## config.mk

```make
export PLATFORM = sky130hd
export DESIGN_NAME = core_ctrl_fsm
export DESIGN_NICKNAME = d
export VERILOG_FILES = /design/src/rtl/core_ctrl_fsm.sv
export SDC_FILE = /design/constraint.sdc
export NUM_CORES = 1
export LEC_CHECK = 0
export BUFFER_PORTS_ARGS = -buffer_cell sky130_fd_sc_hd__buf_2
export CAP_MARGIN = 5
export CORE_MARGIN = 3
export CORE_UTILIZATION = 45
export CTS_BUF_LIST = sky130_fd_sc_hd__clkbuf_4 sky130_fd_sc_hd__clkbuf_8
export CTS_CLUSTER_SIZE = 8
export DETAILED_ROUTE_END_ITERATION = 16
export GPL_TIMING_DRIVEN = 0
export PLACE_DENSITY = 0.74
export SETUP_SLACK_MARGIN = 0.05
export SLEW_MARGIN = 30
export SYNTH_ARGS = -nofsm -noshare
export SYNTH_HDL_FRONTEND = slang
export SYNTH_SLANG_ARGS = --single-unit
```

## constraint.sdc

```tcl
create_clock -name clk -period 2.15 [get_ports clk]
set_clock_uncertainty 0.15 [all_clocks]
set_input_delay 0.43 -clock clk [delete_from_list [all_inputs] [get_ports clk]]
set_output_delay 0.43 -clock clk [all_outputs]
set_load 0.01 [all_outputs]
```

## src/rtl/core_ctrl_fsm.sv

```systemverilog
// Multi-cycle control sequencer: fetch, decode wait, classify, mem/mul wait, WB, trap.
// Ports: clk, rst (sync, active-high); code, br_taken, imem_ack, dmem_ack, mul_done in;
//   imem_req, ir_we, dmem_req, dmem_we, mul_start, rf_we, wb_sel, csr_we,
//   pc_we, pc_sel, trap, trap_cause, state out.
// Build option: FEWCORE_MUL_EN enables the multiply path (MULW state).
module core_ctrl_fsm #(
  parameter int unsigned ACK_TIMEOUT = 16
) (
  input  logic        clk,
  input  logic        rst,
  input  logic [11:0] code,
  input  logic        br_taken,
  input  logic        imem_ack,
  input  logic        dmem_ack,
  input  logic        mul_done,
  output logic        imem_req,
  output logic        ir_we,
  output logic        dmem_req,
  output logic        dmem_we,
  output logic        mul_start,
  output logic        rf_we,
  output logic [1:0]  wb_sel,
  output logic        csr_we,
  output logic        pc_we,
  output logic [1:0]  pc_sel,
  output logic        trap,
  output logic [3:0]  trap_cause,
  output logic [2:0]  state
);

  typedef enum logic [2:0] {
    S_FETCH = 3'd0,
    S_DEC   = 3'd1,
    S_EXEC  = 3'd2,
    S_MEM   = 3'd3,
    S_MULW  = 3'd4,
    S_WB    = 3'd5,
    S_TRAP  = 3'd6
  } state_e;

  typedef enum logic [2:0] {
    C_ALU, C_LOAD, C_STORE, C_BR, C_JMP, C_MUL, C_CSR
  } cls_e;

  localparam logic [7:0] TO_LAST = 8'(ACK_TIMEOUT - 1);

  state_e     state_q, state_d;
  cls_e       cls_q, cls_d;
  logic [7:0] cnt_q, cnt_d;
  logic [3:0] cause_q, cause_d;

  cls_e       ex_cls;
  logic       ex_trap;
  logic [3:0] ex_cause;
  logic [6:0] op;

  assign op = code[6:0];

  // System ops with code[9:8]==00 are ecall/ebreak (code[7] tells
  // them apart); any other system encoding is a CSR access.
  always_comb begin
    ex_cls   = C_ALU;
    ex_trap  = 1'b0;
    ex_cause = 4'd0;
    if (code == 12'hFFF || op == 7'b0011000) begin
      ex_trap  = 1'b1;
      ex_cause = 4'd2;
    end else if (op == 7'b1110011) begin
      if (code[9:8] == 2'b00) begin
        ex_trap  = 1'b1;
        ex_cause = code[7] ? 4'd3 : 4'd11;
      end else begin
        ex_cls = C_CSR;
      end
    end else if (op == 7'b0000011) begin
      ex_cls = C_LOAD;
    end else if (op == 7'b0100011) begin
      ex_cls = C_STORE;
    end else if (op == 7'b1100011) begin
      ex_cls = C_BR;
    end else if (op == 7'b1101111 || op == 7'b1100111) begin
      ex_cls = C_JMP;
    end else if (op == 7'b0110011 && code[10]) begin
`ifdef FEWCORE_MUL_EN
      ex_cls   = C_MUL;
`else
      ex_trap  = 1'b1;
      ex_cause = 4'd2;
`endif
    end
  end

  always_comb begin
    state_d = state_q;
    cls_d   = cls_q;
    cnt_d   = cnt_q + 8'd1;
    cause_d = cause_q;
    case (state_q)
      S_DEC: state_d = S_EXEC;
      S_EXEC: begin
        cls_d = ex_cls;
        if (ex_trap) begin
          state_d = S_TRAP;
          cause_d = ex_cause;
        end else if (ex_cls == C_LOAD || ex_cls == C_STORE) begin
          state_d = S_MEM;
        end else if (ex_cls == C_MUL) begin
          state_d = S_MULW;
        end else begin
          state_d = S_WB;
        end
      end
      // Ack on the last allowed cycle still completes normally.
      S_MEM: begin
        if (dmem_ack) begin
          state_d = S_WB;
        end else if (cnt_q == TO_LAST) begin
          state_d = S_TRAP;
          cause_d = (cls_q == C_STORE) ? 4'd7 : 4'd5;
        end
      end
      S_MULW: if (mul_done) state_d = S_WB;
      S_WB:   state_d = S_FETCH;
      S_TRAP: state_d = S_FETCH;
      default: begin
        if (imem_ack) begin
          state_d = S_DEC;
        end else if (cnt_q == TO_LAST) begin
          state_d = S_TRAP;
          cause_d = 4'd1;
        end else begin
          state_d = S_FETCH;
        end
      end
    endcase
    if (state_d != state_q) cnt_d = 8'd0;
  end

  always_ff @(posedge clk) begin
    if (rst) begin
      state_q <= S_FETCH;
      cls_q   <= C_ALU;
      cnt_q   <= 8'd0;
      cause_q <= 4'd0;
    end else begin
      state_q <= state_d;
      cls_q   <= cls_d;
      cnt_q   <= cnt_d;
      cause_q <= cause_d;
    end
  end

  always_comb begin
    imem_req  = 1'b0;
    ir_we     = 1'b0;
    dmem_req  = 1'b0;
    dmem_we   = 1'b0;
    mul_start = 1'b0;
    rf_we     = 1'b0;
    wb_sel    = 2'b00;
    csr_we    = 1'b0;
    pc_we     = 1'b0;
    pc_sel    = 2'b00;
    trap      = 1'b0;
    if (!rst) begin
      case (state_q)
        S_DEC:  ;
        S_EXEC: begin
`ifdef FEWCORE_MUL_EN
          mul_start = !ex_trap && ex_cls == C_MUL;
`endif
        end
        S_MEM: begin
          dmem_req = 1'b1;
          dmem_we  = (cls_q == C_STORE);
        end
        S_MULW: ;
        S_WB: begin
          pc_we  = 1'b1;
          pc_sel = (cls_q == C_JMP || (cls_q == C_BR && br_taken))
                   ? 2'b01 : 2'b00;
          rf_we  = !(cls_q == C_STORE || cls_q == C_BR);
          csr_we = (cls_q == C_CSR);
          case (cls_q)
            C_LOAD:  wb_sel = 2'b01;
            C_JMP:   wb_sel = 2'b10;
            C_MUL:   wb_sel = 2'b11;
            default: wb_sel = 2'b00;
          endcase
        end
        S_TRAP: begin
          trap   = 1'b1;
          pc_we  = 1'b1;
          pc_sel = 2'b10;
        end
        default: begin
          imem_req = 1'b1;
          ir_we    = imem_ack;
        end
      endcase
    end
  end

  assign trap_cause = rst ? 4'd0 : cause_q;
  assign state      = rst ? 3'd0 : state_q;

endmodule

```

==> flow_summary.yaml, run 1 <==
synthesis:
  syn-instance-count: 168
  yosys_register_bits: 18
  portion_of_the_post_synthesis_area_used_by_sequential_elements: 0.278
  synthTopCellsByArea: "sky130_fd_sc_hd__dfxtp_1, sky130_fd_sc_hd__a221oi_1, sky130_fd_sc_hd__nor2_1, sky130_fd_sc_hd__xnor2_1, sky130_fd_sc_hd__nand3_1"
  synthDominantAreaCellType: "sky130_fd_sc_hd__dfxtp_1"
  synth_edf_count: 0
  mean_instance_size_in_the_synthesized_netlist_um2: 7.72
  netlist_area_um2: 1300
  yosys.area.top_type_share: 0.278
  synthArstFlopShare: 0
  synth_cell_type_count: 49
  synth-main-ff-cell: "sky130_fd_sc_hd__dfxtp_1"
  yosys_warnings: 0
  mappedNetlistNets: 187
finish:
  final_cells: 251
  syn_to_final_growth_pct: 42.7
  regArea_um2: 369
  drive_gt1_frac: 0.448
  n_fill_cell: 197
  num_antenna_cells: 0
  finalNetCount: 241
  multiInputGateArea_um2: 1040
  finalCoreUtilization: 0.708
detailed_routing:
  drc: 0
  wire_per_inst_um: 16.5
  finalWirelength_um: 4150
  postRouteAntennaNets: 0
  num_vias: 1564
  drt-initial-drc-count: 88
  route.detailed.vias_per_inst: 6.23
  number_of_iterations_in_the_first_detailed_routing_pass: 4
critical_path:
  rr_endpoint: "cnt_q[4]"
  cp-start-kind: "register"
  cp_max_fo: 5
  cp-end-kind: "output port"
  worst-r2r-setup-slack_ns: 0
  worstReg2RegStart: "cnt_q[5]"
  path_class: "reg2out"
  arrival_ns: 1.73
  r2r.worst_path.cells: 5
  critPathRequiredTime_ns: 1.57
sta:
  fin_ws_ns: -0.163
  hold_viol: 0
  final.min_clock_period_ns: 2.31
  fmax_ghz: 0.432
  worst_hold_slack_across_all_endpoints_ns: 0.301
  fin_crit_sh: 1.08
  final-max-slew-violation-count: 0
  slew_headroom: 0.590
  tightest_slew_ns: 0.616
  rsz_0062_raised_after_global_routing: "true"
  timing.final.setup_violations: 8
power:
  seqPwrFrac: 0.240
  clock_power_share: 0.124
  pwr-share-comb: 0.635
  total_leakage_power_nw: 0.763
  report.power.total_mw: 1.73
  power.share.switching: 0.446
  power_switching_mw: 0.770
  power_density_over_cell_area_nw_per_um2: 934
  irDropWorstVdd_mv: 0.842
  power.internal_mw: 0.957
hold_path:
  min_from: "code[5]"
  worst_hold_path_type: "in2reg"
  hold_depth: 3
  hold_end: "cls_q[1]"
floorplanning:
  die_width_um: 59.7
  design.core.area_um2: 2610
  die-height_um: 59.7
  ios: 38
  effective_utilization_at_floorplan: 0.496
  fp.dieArea_um2: 3560
  std_cell_rows: 18
global_route:
  maximum_number_of_pins_on_one_net_before_global_route_repair: 11
  grt_pass1_vias: 1434
  grt_antenna_before_repair: 0
  groute.usage.overall: 0.249
  global_route.usage.met1: 0.333
  grt.busiest_layer: "met2"
  first_pass_grt_wire_length_um: 6820
  global_route.usage.met3: 0.0410
  grt.met2_usage: 0.397
  global_route.overflow_total: 0
cts:
  clk_latency_ns: 0.30
  clk_root_buffer_cell: "sky130_fd_sc_hd__clkbuf_4"
  clock_tree_from_tritoncts: "built"
  tritoncts.num_buffers: 3
  worst_setup_hold_path_clk_slew_ns: 0.10
  clk_path_buf_depth: 2
  cts_max_level: 1
  cts.sinks: 18
placed_design:
  gpl.final_weighted_congestion: 0.877
  placed_wire_length_estimate_after_detailed_placement_um: 2740
  dp_cell_count: 234
  buffer_ports.inserted: 36
run:
  cap_violations: 0
run_status:
  violations: "setup timing"
  outcome: "finished, violations left"
-- cell usage after synthesis, drive strengths merged, types with 2 or more instances --
library cell  count
a21o              2
a21oi             9
a221oi            9
a311oi            2
a31o              3
a31oi             2
and2              2
and3              4
buf               5
clkbuf            2
dfxtp            18
inv               7
nand2            13
nand2b            3
nand3            10
nand4             5
nor2             16
nor2b             5
nor3              4
nor3b             5
nor4              2
o211ai            3
o21ai             6
o22ai             2
or2               2
or3               2
or3b              2
or4               3
xnor2             6
xor2              2
-- worst max-delay path by stage --
stage          startpoint  depth (start not counted)        end  slack [ns]
4_1_cts        state_q[0]                          5  wb_sel[0]       -0.15
3_3_place_gp      code[2]                          6   cnt_q[0]       -0.25
2_1_floorplan  state_q[0]                          4  wb_sel[0]       0.007
5_1_grt        state_q[0]                          5     csr_we       -0.22
3_5_place_dp      code[2]                          6   cnt_q[1]       -0.30
6_report       state_q[0]                          5      rf_we       -0.16
-- state kept, by name, indices dropped and copies added (netlist names) --
register / flops
cnt_q: 8
state_q: 3
cls_q: 3
cause_q: 4
-- cell type report --
| type | instances | area share |
|---|---|---|
| plain buffers | 7 | 0.0311 |
| flip-flops and latches | 18 | 0.200 |
| clock buffers | 4 | 0.0196 |
| well taps | 30 | 0.0203 |
| inverters | 7 | 0.0162 |
| multi-input cells | 136 | 0.563 |
| repair buffers | 49 | 0.150 |
-- worst max-delay path, cell delays in order (launching register included) --
cell	delay (ns)
sky130_fd_sc_hd__dfxtp_2	0.35
sky130_fd_sc_hd__buf_6	0.11
sky130_fd_sc_hd__clkinvlp_4	0.08
sky130_fd_sc_hd__or4_4	0.56
sky130_fd_sc_hd__nor2_1	0.17
sky130_fd_sc_hd__buf_2	0.17
-- layout by cell type, fill, tap and decap left out, drive strengths merged, types with 6 or more instances in the layout --
| cell | Yosys | final |
|---|---|---|
| a21oi | 9 | 9 |
| a221oi | 9 | 9 |
| buf | 5 | 54 |
| clkbuf | 2 | 6 |
| dfxtp | 18 | 18 |
| inv | 7 | 6 |
| nand2 | 13 | 13 |
| nand3 | 10 | 10 |
| nor2 | 16 | 16 |
| o21ai | 6 | 6 |
| xnor2 | 6 | 6 |
-- timing repair --
action	in CTS	in global routing
setup buffers	8	5
gates cloned	0	0
resized for setup	38	11
hold buffers	0	0
endpoints found under the setup margin	19	21
pin swaps	20	4
-- metrics by stage --
step	setup slack [ns]	area, um2	setup TNS [ns]
final	-0.163	1850	-0.867
after floorplan	0.00728	1300	0
after global routing	-0.216	1850	-1.61
after global placement	-0.248	1510	-2.34
after detailed placement	-0.298	1510	-2.74
after CTS	-0.146	1770	-0.674
-- routing by layer --
layer | wire (um) | up-vias | part of all wire
met2 | 2000 | 66 | 0.48
met4 | 131 | 0 | 0.032
met5 | 0 | - | 0
met1 | 1740 | 743 | 0.42
li1 | - | 740 | -
met3 | 278 | 15 | 0.067
-- cells by family after synthesis --
family,synth area share
AO/OA/AOI/OAI,0.254
other,0.00289
multiplexers,0.00772
buffers and inverters,0.0463
adder cells (fa/ha/maj),0.00965
AND/OR/NAND/NOR,0.347
XOR/XNOR,0.0541
flip-flops,0.278
-- power by group through the flow --
stage	combinational (mW)	clock, mW	sequential (mW)
final	1.10	0.214	0.415
after global routing	1.17	0.234	0.420
after CTS	0.964	0.211	0.424
after detailed placement	0.652	0	0.419
after global placement	0.637	0	0.417
after floorplan	0.493	0	0.405
Note: power is estimated with default switching activity, not from simulation.
==> run 2: changes to the inputs <==
BUFFER_PORTS_ARGS = -buffer_cell sky130_fd_sc_hd__buf_4   (was -buffer_cell sky130_fd_sc_hd__buf_2)
REMOVE_ABC_BUFFERS = 1   (was not set)
==> run 2 against run 1 <==
Net effect:
- largest cell class unchanged
- sequential share of layout area rose by 0.23 points
- register-to-register slack worse by 0.02 ns
- sequential power grew 5.8%
- flip-flop and latch count stayed put
- the flow still finishes with violations (setup timing)
- total power shrank 1.2%
- routed wire length shrank 6.8%
- clock power barely moved
- clock-buffer cell count unchanged
- first-iteration DRC count down 11%
- final area grew 1.2%
- setup slack better by 0.077 ns
- fmax is 3.4% higher
==> flow_summary.yaml, run 2 (same netlist as run 1, synthesis figures left out) <==
run_status:
  outcome: "finished, violations left"
  violations: "setup timing"
power:
  total_leakage_power_nw: 0.729
  power_density_over_cell_area_nw_per_um2: 911
  irDropWorstVdd_mv: 0.926
  power.internal_mw: 0.955
  pwr-share-comb: 0.617
  power.share.switching: 0.440
  power_switching_mw: 0.750
  clock_power_share: 0.126
  report.power.total_mw: 1.70
  seqPwrFrac: 0.258
sta:
  tightest_slew_ns: 0.631
  final-max-slew-violation-count: 0
  fin_crit_sh: 1.04
  timing.final.setup_violations: 12
  fin_ws_ns: -0.0855
  hold_viol: 0
  rsz_0062_raised_after_global_routing: "true"
  slew_headroom: 0.579
  final.min_clock_period_ns: 2.24
  fmax_ghz: 0.447
cts:
  clk_root_buffer_cell: "sky130_fd_sc_hd__clkbuf_4"
  cts_max_level: 1
  clk_latency_ns: 0.30
  cts.sinks: 18
  worst_setup_hold_path_clk_slew_ns: 0.11
  clock_tree_from_tritoncts: "built"
  tritoncts.num_buffers: 3
  ctsHoldBuffers: 0
  clk_path_buf_depth: 2
critical_path:
  critical-path-max-stage-delay_ns: 0.58
  critPathSlowestCell: "sky130_fd_sc_hd__or4_4"
  path_class: "reg2out"
  rr_endpoint: "cnt_q[1]"
  cp-start-kind: "register"
  critical_path_buf_inv_count: 2
  arrival_ns: 1.66
  cp_cell_sequence: "clkinvlp_4, or4_4, nor3b_2, buf_4"
  r2r.worst_path.cells: 6
  critPathRequiredTime_ns: 1.57
  logic_depth_of_the_worst_setup_path_including_buffers: 4
  cp_max_fo: 5
  worstReg2RegStart: "state_q[0]"
  path_delay_family: "simple AND/OR/NAND/NOR gates"
  worst-r2r-setup-slack_ns: -0.02
  cp-end-kind: "output port"
finish:
  num_antenna_cells: 0
  drive_gt1_frac: 0.431
  largest_registers_in_the_final_layout: "cnt_q x8, cause_q x4"
  finalNetCount: 229
  registers.top_by_ff_count: "cnt_q"
  syn_to_final_growth_pct: 44.4
  largest_register_ffs: 8
  final_common_cell: "sky130_fd_sc_hd__buf_4"
  final_cell_mix: "sky130_fd_sc_hd__buf_4, sky130_fd_sc_hd__nor2_1, sky130_fd_sc_hd__nand2_1"
  regArea_um2: 378
  finalInstanceArea_um2: 1870
  multiInputGateArea_um2: 1040
  n_fill_cell: 210
  finalCoreUtilization: 0.716
detailed_routing:
  drt-initial-drc-count: 78
  drc: 0
  num_vias: 1490
  wire_per_inst_um: 16.2
  number_of_iterations_in_the_first_detailed_routing_pass: 4
  finalWirelength_um: 3870
  route.detailed.vias_per_inst: 6.23
  postRouteAntennaNets: 0
floorplanning:
  fp.dieArea_um2: 3560
  std_cell_rows: 18
  die_width_um: 59.7
  die-height_um: 59.7
  ios: 38
  design.core.area_um2: 2610
  effective_utilization_at_floorplan: 0.496
placed_design:
  placed_wire_length_estimate_after_detailed_placement_um: 2580
  instance_area_at_placement_um2: 1570
  gpl.final_weighted_congestion: 0.851
  buffer_ports.inserted: 36
global_route:
  global_route.overflow_total: 0
  grt_antenna_before_repair: 0
  grt_pass1_vias: 1360
  first_pass_grt_wire_length_um: 6310
  groute.usage.overall: 0.225
  maximum_number_of_pins_on_one_net_before_global_route_repair: 21
run:
  cap_violations: 0
hold_path:
  hold_end: "state_q[0]"
  min_from: "rst"
  worst_hold_path_type: "in2reg"
  hold_depth: 2
## run 2: how the worst max path moves through the flow
| stage | slack [ns] | endpoint | start |
|---|---|---|---|
| 3_3_place_gp | -0.30 | wb_sel[0] | state_q[2] |
| 6_report | -0.09 | wb_sel[1] | state_q[0] |
| 4_1_cts | -0.07 | wb_sel[0] | state_q[0] |
| 3_5_place_dp | -0.31 | wb_sel[0] | state_q[2] |
| 2_1_floorplan | -0.08 | wb_sel[0] | state_q[2] |
| 5_1_grt | -0.16 | wb_sel[0] | state_q[0] |
## run 2: cell type report
class,count,share of cell area
clock buffers,4,0.0194
inverters,7,0.0180
multi-input cells,136,0.557
flip-flops and latches,18,0.202
well taps,30,0.0201
repair buffers,44,0.183
## run 2: per-layer routing
metal | wire length (um) | GRT usage | part of all wire
met1 | 1690 | 0.304 | 0.44
met2 | 1880 | 0.383 | 0.49
met3 | 285 | 0.0389 | 0.074
met4 | 12 | 0.0285 | 0.0031
met5 | 0 | 0 | 0
## run 2: power groups by stage
stage | combinational (mW) | clock, mW | sequential [mW]
floorplan | 0.423 | 0 | 0.447
global placement | 0.588 | 0 | 0.473
detailed placement | 0.605 | 0 | 0.474
CTS | 0.976 | 0.218 | 0.437
global route | 1.13 | 0.233 | 0.444
finish | 1.05 | 0.214 | 0.439
## run 2: metrics by stage
step | std cells | worst slack, ns | setup TNS [ns] | hold slack, ns
after global placement | 227 | -0.299 | -3.01 | 0.292
after detailed placement | 227 | -0.309 | -3.54 | 0.313
final | 239 | -0.0855 | -0.329 | 0.298
after floorplan | 161 | -0.0834 | -0.231 | 0.279
after CTS | 238 | -0.0749 | -0.285 | 0.297
after global routing | 239 | -0.155 | -1.30 | 0.308
## run 2: worst register-to-register path, stage by stage, from the launching register on
cell	delay, ns
sky130_fd_sc_hd__dfxtp_4	0.37
sky130_fd_sc_hd__buf_4	0.15
sky130_fd_sc_hd__or3b_4	0.38
sky130_fd_sc_hd__a21oi_4	0.17
sky130_fd_sc_hd__o22ai_4	0.10
sky130_fd_sc_hd__or3_4	0.46
sky130_fd_sc_hd__a221oi_2	0.29
## run 2: timing repair
| item | in CTS | in global routing |
|---|---|---|
| setup endpoints to repair | 21 | 20 |
| pin swaps | 18 | 19 |
| gates resized for setup | 33 | 10 |
| buffers inserted | 7 | 1 |
==> run 3: changes to the inputs <==
==> constraint.sdc (replaced) <==
create_clock -name clk -period 2.15 [get_ports clk]
set_clock_uncertainty 0.15 [all_clocks]
set_input_delay 0.1075 -clock clk [delete_from_list [all_inputs] [get_ports clk]]
set_output_delay 0.1075 -clock clk [all_outputs]
set_load 0.01 [all_outputs]
==> run 3 against run 2 <==
Net effect:
- final cell count increased by 1.7%
- worst hold slack got worse by 0.26 ns
- largest power group unchanged
- die area unchanged
- combinational power decreased by 12%
- critical path depth increased by 1
- the run now ends clean
- sequential power decreased by 1%
==> flow_summary.yaml, run 3 (same netlist as run 1, synthesis figures left out) <==
sta:
  final-max-slew-violation-count: 0
  hold_viol: 0
  fmax_ghz: 0.476
  fin_crit_sh: 0.978
  slew_headroom: 0.345
  rsz_0062_raised_after_global_routing: "true"
  tightest_slew_ns: 0.982
  worst_hold_slack_across_all_endpoints_ns: 0.0347
  timing.setup.tns_ns: 0
  final.min_clock_period_ns: 2.10
  timing.final.setup_violations: 0
critical_path:
  critPathRequiredTime_ns: 2.21
  worst-r2r-setup-slack_ns: 0.05
  arrival_ns: 2.16
  cp_max_fo: 8
  cp-end-kind: "register"
  cp-start-kind: "register"
  critPathSlowestCell: "sky130_fd_sc_hd__or4_4"
  cp_cell_sequence: "or4_4, or2_4, o22ai_4, o211ai_4, a221oi_2"
  critical-path-max-stage-delay_ns: 0.56
  path_class: "reg2reg"
  path_delay_family: "simple AND/OR/NAND/NOR gates"
  critical_path_buf_inv_count: 0
floorplanning:
  ios: 38
  effective_utilization_at_floorplan: 0.496
  std_cell_rows: 18
  die_width_um: 59.7
  die-height_um: 59.7
  design.core.area_um2: 2610
  fp.dieArea_um2: 3560
detailed_routing:
  route.detailed.vias_per_inst: 6.19
  wire_per_inst_um: 15.9
  num_vias: 1503
  number_of_iterations_in_the_first_detailed_routing_pass: 4
  drc: 0
  drt-initial-drc-count: 98
  postRouteAntennaNets: 0
  finalWirelength_um: 3860
cts:
  cts.sinks: 18
  clk_root_buffer_cell: "sky130_fd_sc_hd__clkbuf_4"
  tritoncts.num_buffers: 3
  clk_path_buf_depth: 2
  worst_setup_hold_path_clk_slew_ns: 0.11
  clk_latency_ns: 0.30
  clock_tree_from_tritoncts: "built"
  cts_max_level: 1
finish:
  finalCoreUtilization: 0.697
  finalNetCount: 233
  drive_gt1_frac: 0.385
  largest_registers_in_the_final_layout: "cnt_q x8, cause_q x4"
  final_cell_mix: "sky130_fd_sc_hd__buf_4, sky130_fd_sc_hd__nor2_1, sky130_fd_sc_hd__dfxtp_1"
  final_common_cell: "sky130_fd_sc_hd__buf_4"
  syn_to_final_growth_pct: 40.4
  registers.top_by_ff_count: "cnt_q"
  num_antenna_cells: 0
  largest_register_ffs: 8
global_route:
  global_route.overflow_total: 0
  maximum_number_of_pins_on_one_net_before_global_route_repair: 21
  grt_pass1_vias: 1365
  groute.usage.overall: 0.218
  grt_antenna_before_repair: 0
  first_pass_grt_wire_length_um: 6140
run:
  cap_violations: 0
power:
  total_leakage_power_nw: 0.733
  irDropWorstVdd_mv: 0.815
  power_density_over_cell_area_nw_per_um2: 865
placed_design:
  buffer_ports.inserted: 36
  placed_wire_length_estimate_after_detailed_placement_um: 2580
  gpl.final_weighted_congestion: 0.851
run_status:
  outcome: "complete, no violations"
hold_path:
  worst_hold_path_type: "in2reg"
run 3: area by class of cell:
class | count | area (um2)
Clock buffer | 4 | 36.3
Fill cell | 222 | 792
Inverter | 7 | 30.0
Multi-Input combinational cell | 136 | 975
Sequential cell | 18 | 377
Tap cell | 30 | 37.5
Timing Repair Buffer | 48 | 365
run 3: path summary, 6_finish.rpt:
| path | startpoint | end | depth (start not counted) |
|---|---|---|---|
| max | cnt_q[5] | cnt_q[3] | 5 |
| min | code[6] | cls_q[0] | 4 |
| max reg2reg | cnt_q[5] | cnt_q[3] | 5 |
| min reg2reg | cause_q[0] | cause_q[0] | 2 |
run 3: power by group:
| part | internal (mW) | switching, mW | total [mW] |
|---|---|---|---|
| Clock | 0.103 | 0.110 | 0.213 |
| Sequential | 0.382 | 0.0514 | 0.433 |
| Combinational | 0.394 | 0.534 | 0.928 |
run 3: repair_timing:
action,4_1_cts,5_1_grt
pin swaps,1,6
hold buffers,3,0
setup endpoints to repair,13,12
endpoints found under the hold margin,6,0
buffers inserted,2,7
gates cloned,0,0
gates resized for setup,16,15
run 3: metrics by stage:
| step | worst slack, ns | total power [mW] | cell area [um2] | instances |
|---|---|---|---|---|
| finish | 0.0478 | 1.57 | 1820 | 243 |
| global route | 0.0126 | 1.67 | 1820 | 243 |
| CTS | 0.0411 | 1.43 | 1720 | 236 |
| detailed placement | -0.114 | 1.08 | 1570 | 227 |
| global placement | -0.0695 | 1.06 | 1570 | 227 |
| floorplan | 0.137 | 0.870 | 1260 | 161 |
run 3: routing by layer:
layer	GRT usage	share of wire	up-vias
li1	-	-	725
met1	0.295	0.45	719
met3	0.0410	0.062	4
met4	0.0443	0.0052	0
met5	0	0	-
met2	0.361	0.49	55
run 3: worst min-delay path, delay by kind of cell:
family | cells | cell delay [ns]
AND/OR/NAND/NOR | 1 | 0.09
buffers and inverters | 1 | 0.12
XOR/XNOR | 1 | 0.07
AO/OA/AOI/OAI | 1 | 0.06
